**src/rtl/uart_wb_initiator_pkg.sv**
```systemverilog
// uart_wb_initiator_pkg: shared constants for the uart slave port and its initiator
// Holds register addresses, wb_we encoding and initiator state encodings.
// Optional timeout logic in the initiator is enabled by UART_WB_TIMEOUT_EN.
package uart_wb_initiator_pkg;
   localparam logic [1:0] ADDR_TX       = 2'b00;
   localparam logic [1:0] ADDR_RX       = 2'b01;
   localparam logic [1:0] ADDR_FREQ_DIV = 2'b10;
   localparam logic WB_WE_WRITE = 1'b0;
   localparam logic WB_WE_READ  = 1'b1;
   typedef enum logic [1:0] {
      IDLE     = 2'b00,
      WAIT_ACK = 2'b01,
      WAIT_REL = 2'b10
   } state_t;
endpackage

```
**src/rtl/uart_wb_initiator_wb_watchdog.sv**
```systemverilog
// wb_watchdog: 16-bit up-counter cleared by clr, counting while en, flagging terminal count
// Ports: clk, reset (async, active-high), clr (load zero), en (count), tc (count == LIMIT).
module wb_watchdog #(
   parameter int unsigned LIMIT = 255
) (
   input  logic clk,
   input  logic reset,
   input  logic clr,
   input  logic en,
   output logic tc
);
   logic [15:0] count;
   always_ff @(posedge clk or posedge reset)
      if (reset) count <= '0;
      else if (clr) count <= '0;
      else if (en) count <= count + 16'd1;
   assign tc = count == 16'(LIMIT);
endmodule

```
**src/rtl/uart_wb_initiator.sv**
```systemverilog
// uart_wb_initiator: single-transaction wishbone-style initiator for the uart slave port
// Ports: clk, reset (async, active-high); req_valid/req_ready/req_write/req_addr/req_wdata
// command side; rsp_valid/rsp_rdata/rsp_err response pulse; wb_addr/wb_data_out/wb_data_in/
// wb_we (low = write)/wb_clk/wb_stb/wb_ack slave side. All outputs registered.
// Define UART_WB_TIMEOUT_EN to abort a handshake phase after TIMEOUT_CYCLES clocks.
module uart_wb_initiator
   import uart_wb_initiator_pkg::*;
#(
   parameter int unsigned TIMEOUT_CYCLES = 255
) (
   input  logic       clk,
   input  logic       reset,
   input  logic       req_valid,
   output logic       req_ready,
   input  logic       req_write,
   input  logic [1:0] req_addr,
   input  logic [7:0] req_wdata,
   output logic       rsp_valid,
   output logic [7:0] rsp_rdata,
   output logic       rsp_err,
   output logic [1:0] wb_addr,
   output logic [7:0] wb_data_out,
   input  logic [7:0] wb_data_in,
   output logic       wb_we,
   output logic       wb_clk,
   output logic       wb_stb,
   input  logic       wb_ack
);
   state_t     state, state_n;
   logic       req_ready_n, rsp_valid_n, rsp_err_n, wb_we_n, wb_clk_n, wb_stb_n;
   logic [7:0] rsp_rdata_n, wb_data_out_n;
   logic [1:0] wb_addr_n;
   logic       timeout;
   if (TIMEOUT_CYCLES < 1 || TIMEOUT_CYCLES > 65535) begin : g_bad_timeout
      $error("uart_wb_initiator: TIMEOUT_CYCLES out of range 1..65535");
   end
`ifdef UART_WB_TIMEOUT_EN
   // counter restarts on every state change, so each handshake phase gets its own budget
   wb_watchdog #(.LIMIT(TIMEOUT_CYCLES)) u_watchdog (
      .clk  (clk),
      .reset(reset),
      .clr  (state_n != state),
      .en   (state != IDLE),
      .tc   (timeout)
   );
`else
   assign timeout = 1'b0;
`endif
   always_comb begin
      state_n       = state;
      rsp_valid_n   = 1'b0;
      rsp_err_n     = 1'b0;
      rsp_rdata_n   = rsp_rdata;
      wb_we_n       = wb_we;
      wb_clk_n      = wb_clk;
      wb_stb_n      = wb_stb;
      wb_addr_n     = wb_addr;
      wb_data_out_n = wb_data_out;
      case (state)
         IDLE:
            if (req_valid && req_ready) begin
               state_n       = WAIT_ACK;
               wb_addr_n     = req_addr;
               wb_data_out_n = req_wdata;
               wb_we_n       = req_write ? WB_WE_WRITE : WB_WE_READ;
               wb_stb_n      = 1'b1;
               wb_clk_n      = 1'b1;
            end
         WAIT_ACK:
            // an acknowledge takes priority over a timeout landing in the same cycle
            if (wb_ack) begin
               state_n     = WAIT_REL;
               rsp_rdata_n = wb_we == WB_WE_READ ? wb_data_in : 8'h00;
               wb_clk_n    = 1'b0;
            end else if (timeout) begin
               state_n     = IDLE;
               rsp_valid_n = 1'b1;
               rsp_err_n   = 1'b1;
               rsp_rdata_n = 8'h00;
               wb_clk_n    = 1'b0;
               wb_stb_n    = 1'b0;
            end
         WAIT_REL:
            if (!wb_ack) begin
               state_n     = IDLE;
               rsp_valid_n = 1'b1;
               wb_stb_n    = 1'b0;
            end else if (timeout) begin
               state_n     = IDLE;
               rsp_valid_n = 1'b1;
               rsp_err_n   = 1'b1;
               rsp_rdata_n = 8'h00;
               wb_clk_n    = 1'b0;
               wb_stb_n    = 1'b0;
            end
         default: state_n = IDLE;
      endcase
      // ready follows the next state so a new command can be taken alongside rsp_valid
      req_ready_n = state_n == IDLE;
   end
   always_ff @(posedge clk or posedge reset)
      if (reset) begin
         state       <= IDLE;
         req_ready   <= 1'b1;
         rsp_valid   <= 1'b0;
         rsp_err     <= 1'b0;
         rsp_rdata   <= 8'h00;
         wb_we       <= WB_WE_READ;
         wb_clk      <= 1'b0;
         wb_stb      <= 1'b0;
         wb_addr     <= 2'b00;
         wb_data_out <= 8'h00;
      end else begin
         state       <= state_n;
         req_ready   <= req_ready_n;
         rsp_valid   <= rsp_valid_n;
         rsp_err     <= rsp_err_n;
         rsp_rdata   <= rsp_rdata_n;
         wb_we       <= wb_we_n;
         wb_clk      <= wb_clk_n;
         wb_stb      <= wb_stb_n;
         wb_addr     <= wb_addr_n;
         wb_data_out <= wb_data_out_n;
      end
endmodule
```
**config.mk**
```make
export PLATFORM = sky130hd
export DESIGN_NAME = uart_wb_initiator
export DESIGN_NICKNAME = d
export VERILOG_FILES = /design/src/rtl/uart_wb_initiator_pkg.sv /design/src/rtl/uart_wb_initiator_wb_watchdog.sv /design/src/rtl/uart_wb_initiator.sv
export SDC_FILE = /design/constraint.sdc
export NUM_CORES = 1
export LEC_CHECK = 0
export ABC_AREA = 1
export CORE_AREA = 2 2 55 57
export DETAILED_ROUTE_END_ITERATION = 8
export DIE_AREA = 0 0 57 59
export PLACE_DENSITY = 0.74
export SETUP_SLACK_MARGIN = 0.5
export SLEW_MARGIN = 40
export SYNTH_ARGS = -nofsm -noshare
export SYNTH_HDL_FRONTEND = slang
export SYNTH_SLANG_ARGS = --single-unit
```
**constraint.sdc**
```tcl
create_clock -name clk -period 2.65 [get_ports clk]
set_clock_uncertainty 0.05 [all_clocks]
set_input_delay 0.3975 -clock clk [delete_from_list [all_inputs] [get_ports clk]]
set_output_delay 0.3975 -clock clk [all_outputs]
set_load 0.005 [all_outputs]
```
==> PnR_summary.wiki, run 1 <==
{| class="wikitable"
! Metric !! Value
|-
| Power share of the sequential group || 44.3%
|-
| Number of different library cells in the post-synthesis netlist || 16
|-
| Placed Instances || 180
|-
| Critical Path Source Type || flip-flop
|-
| Crit path required time || 2.20 ns
|-
| Number of port buffers || 45
|-
| Number of filler instances in the final layout || 250
|-
| Number of post-CTS setup repair buffers || 0
|-
| Vias || 864
|-
| Cell types occupying the most area after synthesis || dfrtp_1 (55%), nand2_1 (16%), o21ai_2 (6.7%), nand3_1 (6.2%), dfstp_2 (5.0%)
|-
| Wire length after detailed routing || 2162 µm
|-
| Post-route total power || 1549 µW
|-
| Library cell used as clock root buffer || clkbuf_4
|-
| Yosys top cell by area || dfrtp_1
|-
| Endpoints failing hold || 0
|-
| Count of warnings emitted by yosys || 0
|-
| Min cycle time layout || 1.955 ns
|-
| Internal power contribution || 1018 µW
|-
| Power per cell area || 1017 nW/µm²
|-
| Final standard cell count with taps included and fillers excluded || 184
|-
| Number of synthesized flops with an enable pin || 0
|-
| Reg2reg start || state[0]
|-
| Fraction of power consumed by the clock network || 10.4%
|-
| Leakage power || 0.0007210 µW
|-
| First-pass GRT wire length || 3677 µm
|-
| Mean number of vias per cell || 4.696
|-
| Layout overhead on the synthesized area || 45.57%
|-
| Pin count of the biggest net entering global routing || 26
|-
| Reg2reg end || wb_data_out[3]
|-
| Overall routing resource usage || 14.33%
|-
| Kind of end point of the critical path || output port
|-
| CTS Hold Bufs || 0
|-
| Max FO, Critical Path || 10
|-
| Final RePlAce weighted congestion || 0.6940
|-
| Mean post-synth cell area || 9.596 µm²
|-
| Horiz. Die Dim || 57 µm
|-
| Fraction of layout cells with a size suffix above 1 || 11.11%
|-
| Net count after synthesis || 132
|-
| Setup slack after layout || 0.6947 ns
|-
| Worst setup slack after placement || 0.8998 ns
|-
| Clock-pin slew on the worst setup and hold paths || 0.12 ns
|-
| Top-area cell type share of the netlist area || 55.02%
|-
| Critical Path Max Stage Delay || 0.66 ns
|-
| Via count of the first global-routing pass || 820
|-
| Number of max-cap violations || 0
|-
| TritonCTS sink count || 25
|-
| Core Area || 2710 µm²
|-
| Switching pwr || 530.7 µW
|-
| Remaining global-route overflow || 0
|-
| Final-layout worst hold slack || 0.3779 ns
|-
| Cell type group with the largest total delay on the critical path || flip-flops
|-
| Wirelength per Cell || 11.75 µm
|-
| Outcome || finished clean
|-
| Fin nets || 177
|-
| Switching power share of the total || 34.27%
|-
| Max-slew violation total from the final report || 0
|-
| Leading cell type by number of instances after synthesis || nand2_1
|-
| Number of cells produced by synthesis || 109
|-
| Final setup TNS || 0 ns
|-
| Flip-flop and latch count after synthesis || 25
|-
| Combinational group share of total power || 45.3%
|-
| Share of synthesized area occupied by flip-flops and latches || 60.05%
|-
| Worst reg-to-reg path cell count || 4
|-
| Achievable Freq || 511.4 MHz
|-
| Unrepaired setup endpoints after global routing || no
|-
| Top cell types by occurrence after synthesis || nand2_1 (45), dfrtp_1 (23), nand3_1 (13)
|-
| Iter 0 DRT Violations || 27
|-
| Max H-tree Level || 1
|-
| Number of antenna violations at the first check in global routing || 0
|-
| Final clock period utilization by the worst path || 73.78%
|-
| Number of buffers created by CTS || 3
|-
| Sum of net half-perimeters after detailed placement || 1625 µm
|-
| I/O pin cnt || 47
|-
| Cell area after synthesis || 1046 µm²
|-
| Number of iterations in the first detailed-routing pass || 4
|-
| Number of nets still failing antenna checks after routing || 0
|-
| Drt drc || 0
|-
| Worst-path cell chain || clkdlybuf4s50_1
|-
| Number of standard-cell rows in the floorplan || 19
|-
| Die height || 59 µm
|-
| CTS-repair resized insts || 0
|-
| Worst min-delay path category || in2async
|-
| Effective utilization at floorplan || 38.60%
|-
| Setup slack on the worst flop-to-flop path || 1.19 ns
|-
| Proportion of register bits with asynchronous set or reset after synthesis || 100.0%
|-
| Skew-Pair Late Insertion Delay || 0.30 ns
|-
| Kind of critical path || reg2out
|-
| Arrival time reported for the critical path endpoint || 1.51 ns
|-
| Finish-stage setup viols || 0
|-
| Max clock buf depth || 2
|-
| Top_reg_cell synth || dfrtp_1
|-
| Clock tree from TritonCTS || done
|-
| Worst path bufs/invs || 1
|-
| Die outline area || 3363 µm²
|-
| Number of diodes || 0
|-
| Slowest cell on the critical path || dfstp_2
|-
| Worst IR drop on VDD || 0.5545 mV
|}
power groups by stage:
stage	sequential (µW)	combinational [µW]	clock, µW
finish	686	701	161
detailed placement	687	717	0
global route	710	781	180
floorplan	677	345	0
global placement	688	693	0
CTS	687	715	170
layout make-up:
type                    instances  area (µm²)  area share, %
inverters                       6       22.52          1.479
clock buffers                   4       26.28          1.726
repair buffers                 46       457.9          30.07
multi-input cells              72       349.1          22.93
well taps                      31       38.79          2.547
flip-flops and latches         25       628.1          41.25
metal layers:
| layer | track usage [%] | vias up | routed length [µm] |
|---|---|---|---|
| met5 | 0 | - | 0 |
| met4 | 5.316 | 0 | 29 |
| met3 | 4.585 | 4 | 178 |
| met2 | 21.67 | 40 | 953 |
| met1 | 19.43 | 391 | 1000 |
| li1 | - | 429 | - |
metrics by stage:
step | cell area [µm²] | utilization (%)
finish | 1523 | 56.19
global route | 1523 | 56.19
CTS | 1523 | 56.19
detailed placement | 1496 | 55.22
global placement | 1496 | 55.22
floorplan | 1046 | -
state kept, by name, summed over array words and instances, names as in the netlist:
register	flops
rsp_rdata	8
wb_data_out	8
state	2
wb_addr	2
req_ready	1
rsp_valid	1
wb_clk	1
wb_stb	1
wb_we	1
placed cells by master (no fill, tap or decap), drive strengths merged:
master / netlist / layout
nand2: 46 / 46
clkdlybuf4s50: 0 / 45
dfrtp: 23 / 23
nand3: 14 / 14
o21ai: 8 / 8
inv: 6 / 6
clkbuf: 1 / 4
dfstp: 2 / 2
nor2: 2 / 2
nand3b: 1 / 1
conb: 1 / 1
buf: 5 / 1
cells by family after synthesis:
group / after synthesis / synth area share (%)
compound gates: 8 / 6.699
buf+inv: 12 / 6.577
flops: 25 / 60.05
other cells: 1 / 0.3585
simple gates: 63 / 26.32
worst max-delay path by stage:
stage / startpoint / depth (start not counted) / end / slack, ns
floorplan: req_ready / 6 / wb_data_out[0] / 1.55
global placement: req_valid / 6 / wb_data_out[6] / 0.94
detailed placement: req_valid / 6 / wb_data_out[3] / 0.90
CTS: wb_we / 1 / wb_we / 0.67
global route: wb_we / 1 / wb_we / 0.66
finish: wb_we / 1 / wb_we / 0.69
Note: power is estimated with default switching activity, not from simulation.
==> run 2: changes to the inputs <==
- CORE_AREA: 2 2 55 57 -> 2 2 57 59
- DIE_AREA: 0 0 57 59 -> 0 0 59 61
- PLACE_DENSITY: 0.74 -> 0.72
- clock period: 2.65 -> 1.55 ns (I/O delays scaled with it)
==> run 2 against run 1 <==
  * Final cell count rose by 11%
  * Flip-flop and latch count is the same
  * Die area up 7.0%
  * Combinational power is 130% higher
  * Sequential power up 66%
  * Global-route usage up 1.4 points
  * Critical path depth stayed put
  * Count of clock-buffer cells in the layout shrank 1
  * Critical endpoint is now req_ready
  * Highest routed layer unchanged
==> PnR_summary.wiki, run 2 (synthesis results as in run 1) <==
{| class="wikitable"
! Metric !! Value
|-
| Kind of end point of the critical path || output port
|-
| Most common library cell in the layout ignoring fill and taps || nand2_1
|-
| Top flop regs || rsp_rdata x8, wb_data_out x8
|-
| I/O pin cnt || 47
|-
| Setup slack on the worst flop-to-flop path || 0.36 ns
|-
| Finish-stage setup viols || 0
|-
| Top library cells by usage in the layout, fill and taps aside || nand2_1 (40), buf_2 (22), dfrtp_1 (22)
|-
| Combinational group share of total power || 52.9%
|-
| Kind of critical path || reg2out
|-
| Wire length after detailed routing || 2646 µm
|-
| Arrival time reported for the critical path endpoint || 0.96 ns
|-
| Switching pwr || 1169 µW
|-
| Max-slew violation total from the final report || 0
|-
| Final design area excluding fillers || 1712 µm²
|-
| Core Area || 2953 µm²
|-
| Worst setup slack after placement || 0.1368 ns
|-
| Endpoints failing hold || 0
|-
| Remaining global-route overflow || 0
|-
| Wirelength per Cell || 12.97 µm
|-
| Outcome || finished clean
|-
| Leakage power || 0.0008531 µW
|-
| Pin count of the biggest net entering global routing || 26
|-
| Clock tree from TritonCTS || done
|-
| Crit path required time || 1.27 ns
|-
| Power per cell area || 1757 nW/µm²
|-
| Effective utilization at floorplan || 35.42%
|-
| Clock-pin slew on the worst setup and hold paths || 0.13 ns
|-
| Worst IR drop on VDD || 0.7106 mV
|-
| Final-layout worst hold slack || 0.2098 ns
|-
| Min cycle time layout || 1.240 ns
|-
| Critical Path Source Type || flip-flop
|-
| Overall routing resource usage || 15.77%
|-
| Final RePlAce weighted congestion || 0.7691
|-
| Worst-path cell chain || buf_2
|-
| Number of max-cap violations || 0
|-
| Area of the multi-input gates || 488.0 µm²
|-
| Number of filler instances in the final layout || 280
|-
| Number of standard-cell rows in the floorplan || 20
|-
| Layout overhead on the synthesized area || 63.64%
|-
| Sum of net half-perimeters after detailed placement || 1642 µm
|-
| Internal power contribution || 1838 µW
|-
| Number of buffers created by CTS || 3
|-
| Final clock period utilization by the worst path || 80.03%
|-
| Iter 0 DRT Violations || 13
|-
| Number of port buffers || 45
|-
| Skew-Pair Late Insertion Delay || 0.30 ns
|-
| Max clock buf depth || 2
|-
| Drt drc || 0
|-
| First-pass GRT wire length || 4243 µm
|-
| Slowest cell on the critical path || dfstp_2
|-
| TritonCTS sink count || 25
|-
| Cell type group with the largest total delay on the critical path || flip-flops
|-
| Critical Path Max Stage Delay || 0.55 ns
|-
| Die outline area || 3599 µm²
|-
| Mean number of vias per cell || 4.730
|-
| Max H-tree Level || 1
|-
| Post-route total power || 3007 µW
|-
| Horiz. Die Dim || 59 µm
|-
| Unrepaired setup endpoints after global routing || yes
|-
| Switching power share of the total || 38.87%
|-
| Fraction of power consumed by the clock network || 9.3%
|-
| Register area || 629.4 µm²
|-
| Vias || 965
|-
| Worst min-delay path category || in2async
|-
| Placed standard-cell area || 1519 µm²
|-
| Via count of the first global-routing pass || 974
|-
| Number of nets still failing antenna checks after routing || 0
|-
| Number of diodes || 0
|-
| Final setup TNS || 0 ns
|-
| Library cell used as clock root buffer || clkbuf_4
|-
| Power share of the sequential group || 37.8%
|-
| Number of iterations in the first detailed-routing pass || 4
|-
| Fraction of layout cells with a size suffix above 1 || 45.61%
|-
| Max FO, Critical Path || 2
|-
| Achievable Freq || 806.2 MHz
|-
| Worst path bufs/invs || 1
|-
| Fin nets || 195
|-
| Setup slack after layout || 0.3096 ns
|-
| Number of antenna violations at the first check in global routing || 0
|-
| Die height || 61 µm
|}
==> run 2: cell types whose count changed in the layout (fill, tap and decap cells not counted), moves of 2 or more <==
cell and change:
nand2_1 -5, nand3_2 +11, inv_1 -2, buf_6 +5, nand3_1 -11, nand3_4 +3, nand2_2 +4, buf_4 +10
buf_2 +22, clkdlybuf4s50_1 -24
==> run 2: path summary, 6_finish.rpt <==
check	start	end	depth (start not counted)
setup reg to reg	state[1]	wb_we	5
hold reg to reg	rsp_rdata[1]	rsp_rdata[1]	2
min in group clk	req_wdata[0]	wb_data_out[0]	3
setup / recovery	req_ready	req_ready	1
max in group asynchronous	reset	wb_we	3
hold / removal	reset	rsp_rdata[6]	3
==> run 2: worst register-to-register path, delay by kind of cell (launching register included) <==
kind | cells | cell delay [ns]
flip-flops | 1 | 0.43
buffers and inverters | 2 | 0.30
AND/OR/NAND/NOR | 3 | 0.36
==> run 2: stage by stage <==
stage / util [%] / cells
after floorplan: - / 109
after global placement: 51.44 / 184
after detailed placement: 51.44 / 184
after CTS: 54.15 / 199
after global routing: 57.97 / 204
final: 57.97 / 204
==> run 2: power groups by stage <==
| stage | combinational [µW] | clock, µW | sequential [µW] |
|---|---|---|---|
| after floorplan | 607 | 0 | 1160 |
| after global placement | 1280 | 0 | 1140 |
| after detailed placement | 1310 | 0 | 1150 |
| after CTS | 1390 | 291 | 1140 |
| after global routing | 1750 | 321 | 1170 |
| final | 1590 | 278 | 1140 |
==> run 2: layer usage <==
metal	part of all wire, %	vias to the layer above	global-route usage (%)
li1	-	471	-
met1	42	451	19.43
met2	52	41	28.73
met3	5.8	2	3.412
met4	0.26	0	2.922
met5	0	-	0
==> run 2: layout make-up <==
type | count | area share (%)
flip-flops and latches | 25 | 36.77
multi-input cells | 75 | 28.51
repair buffers | 61 | 28.51
well taps | 33 | 2.412
inverters | 6 | 2.193
clock buffers | 3 | 1.316
clock inverters | 1 | 0.2924
==> run 2: timing repair <==
item,in CTS,in global routing
resized for setup,111,16
pin swaps,4,17
hold buffers,0,0
endpoints found under the setup margin,47,46
setup buffers,7,5
gates cloned,4,0
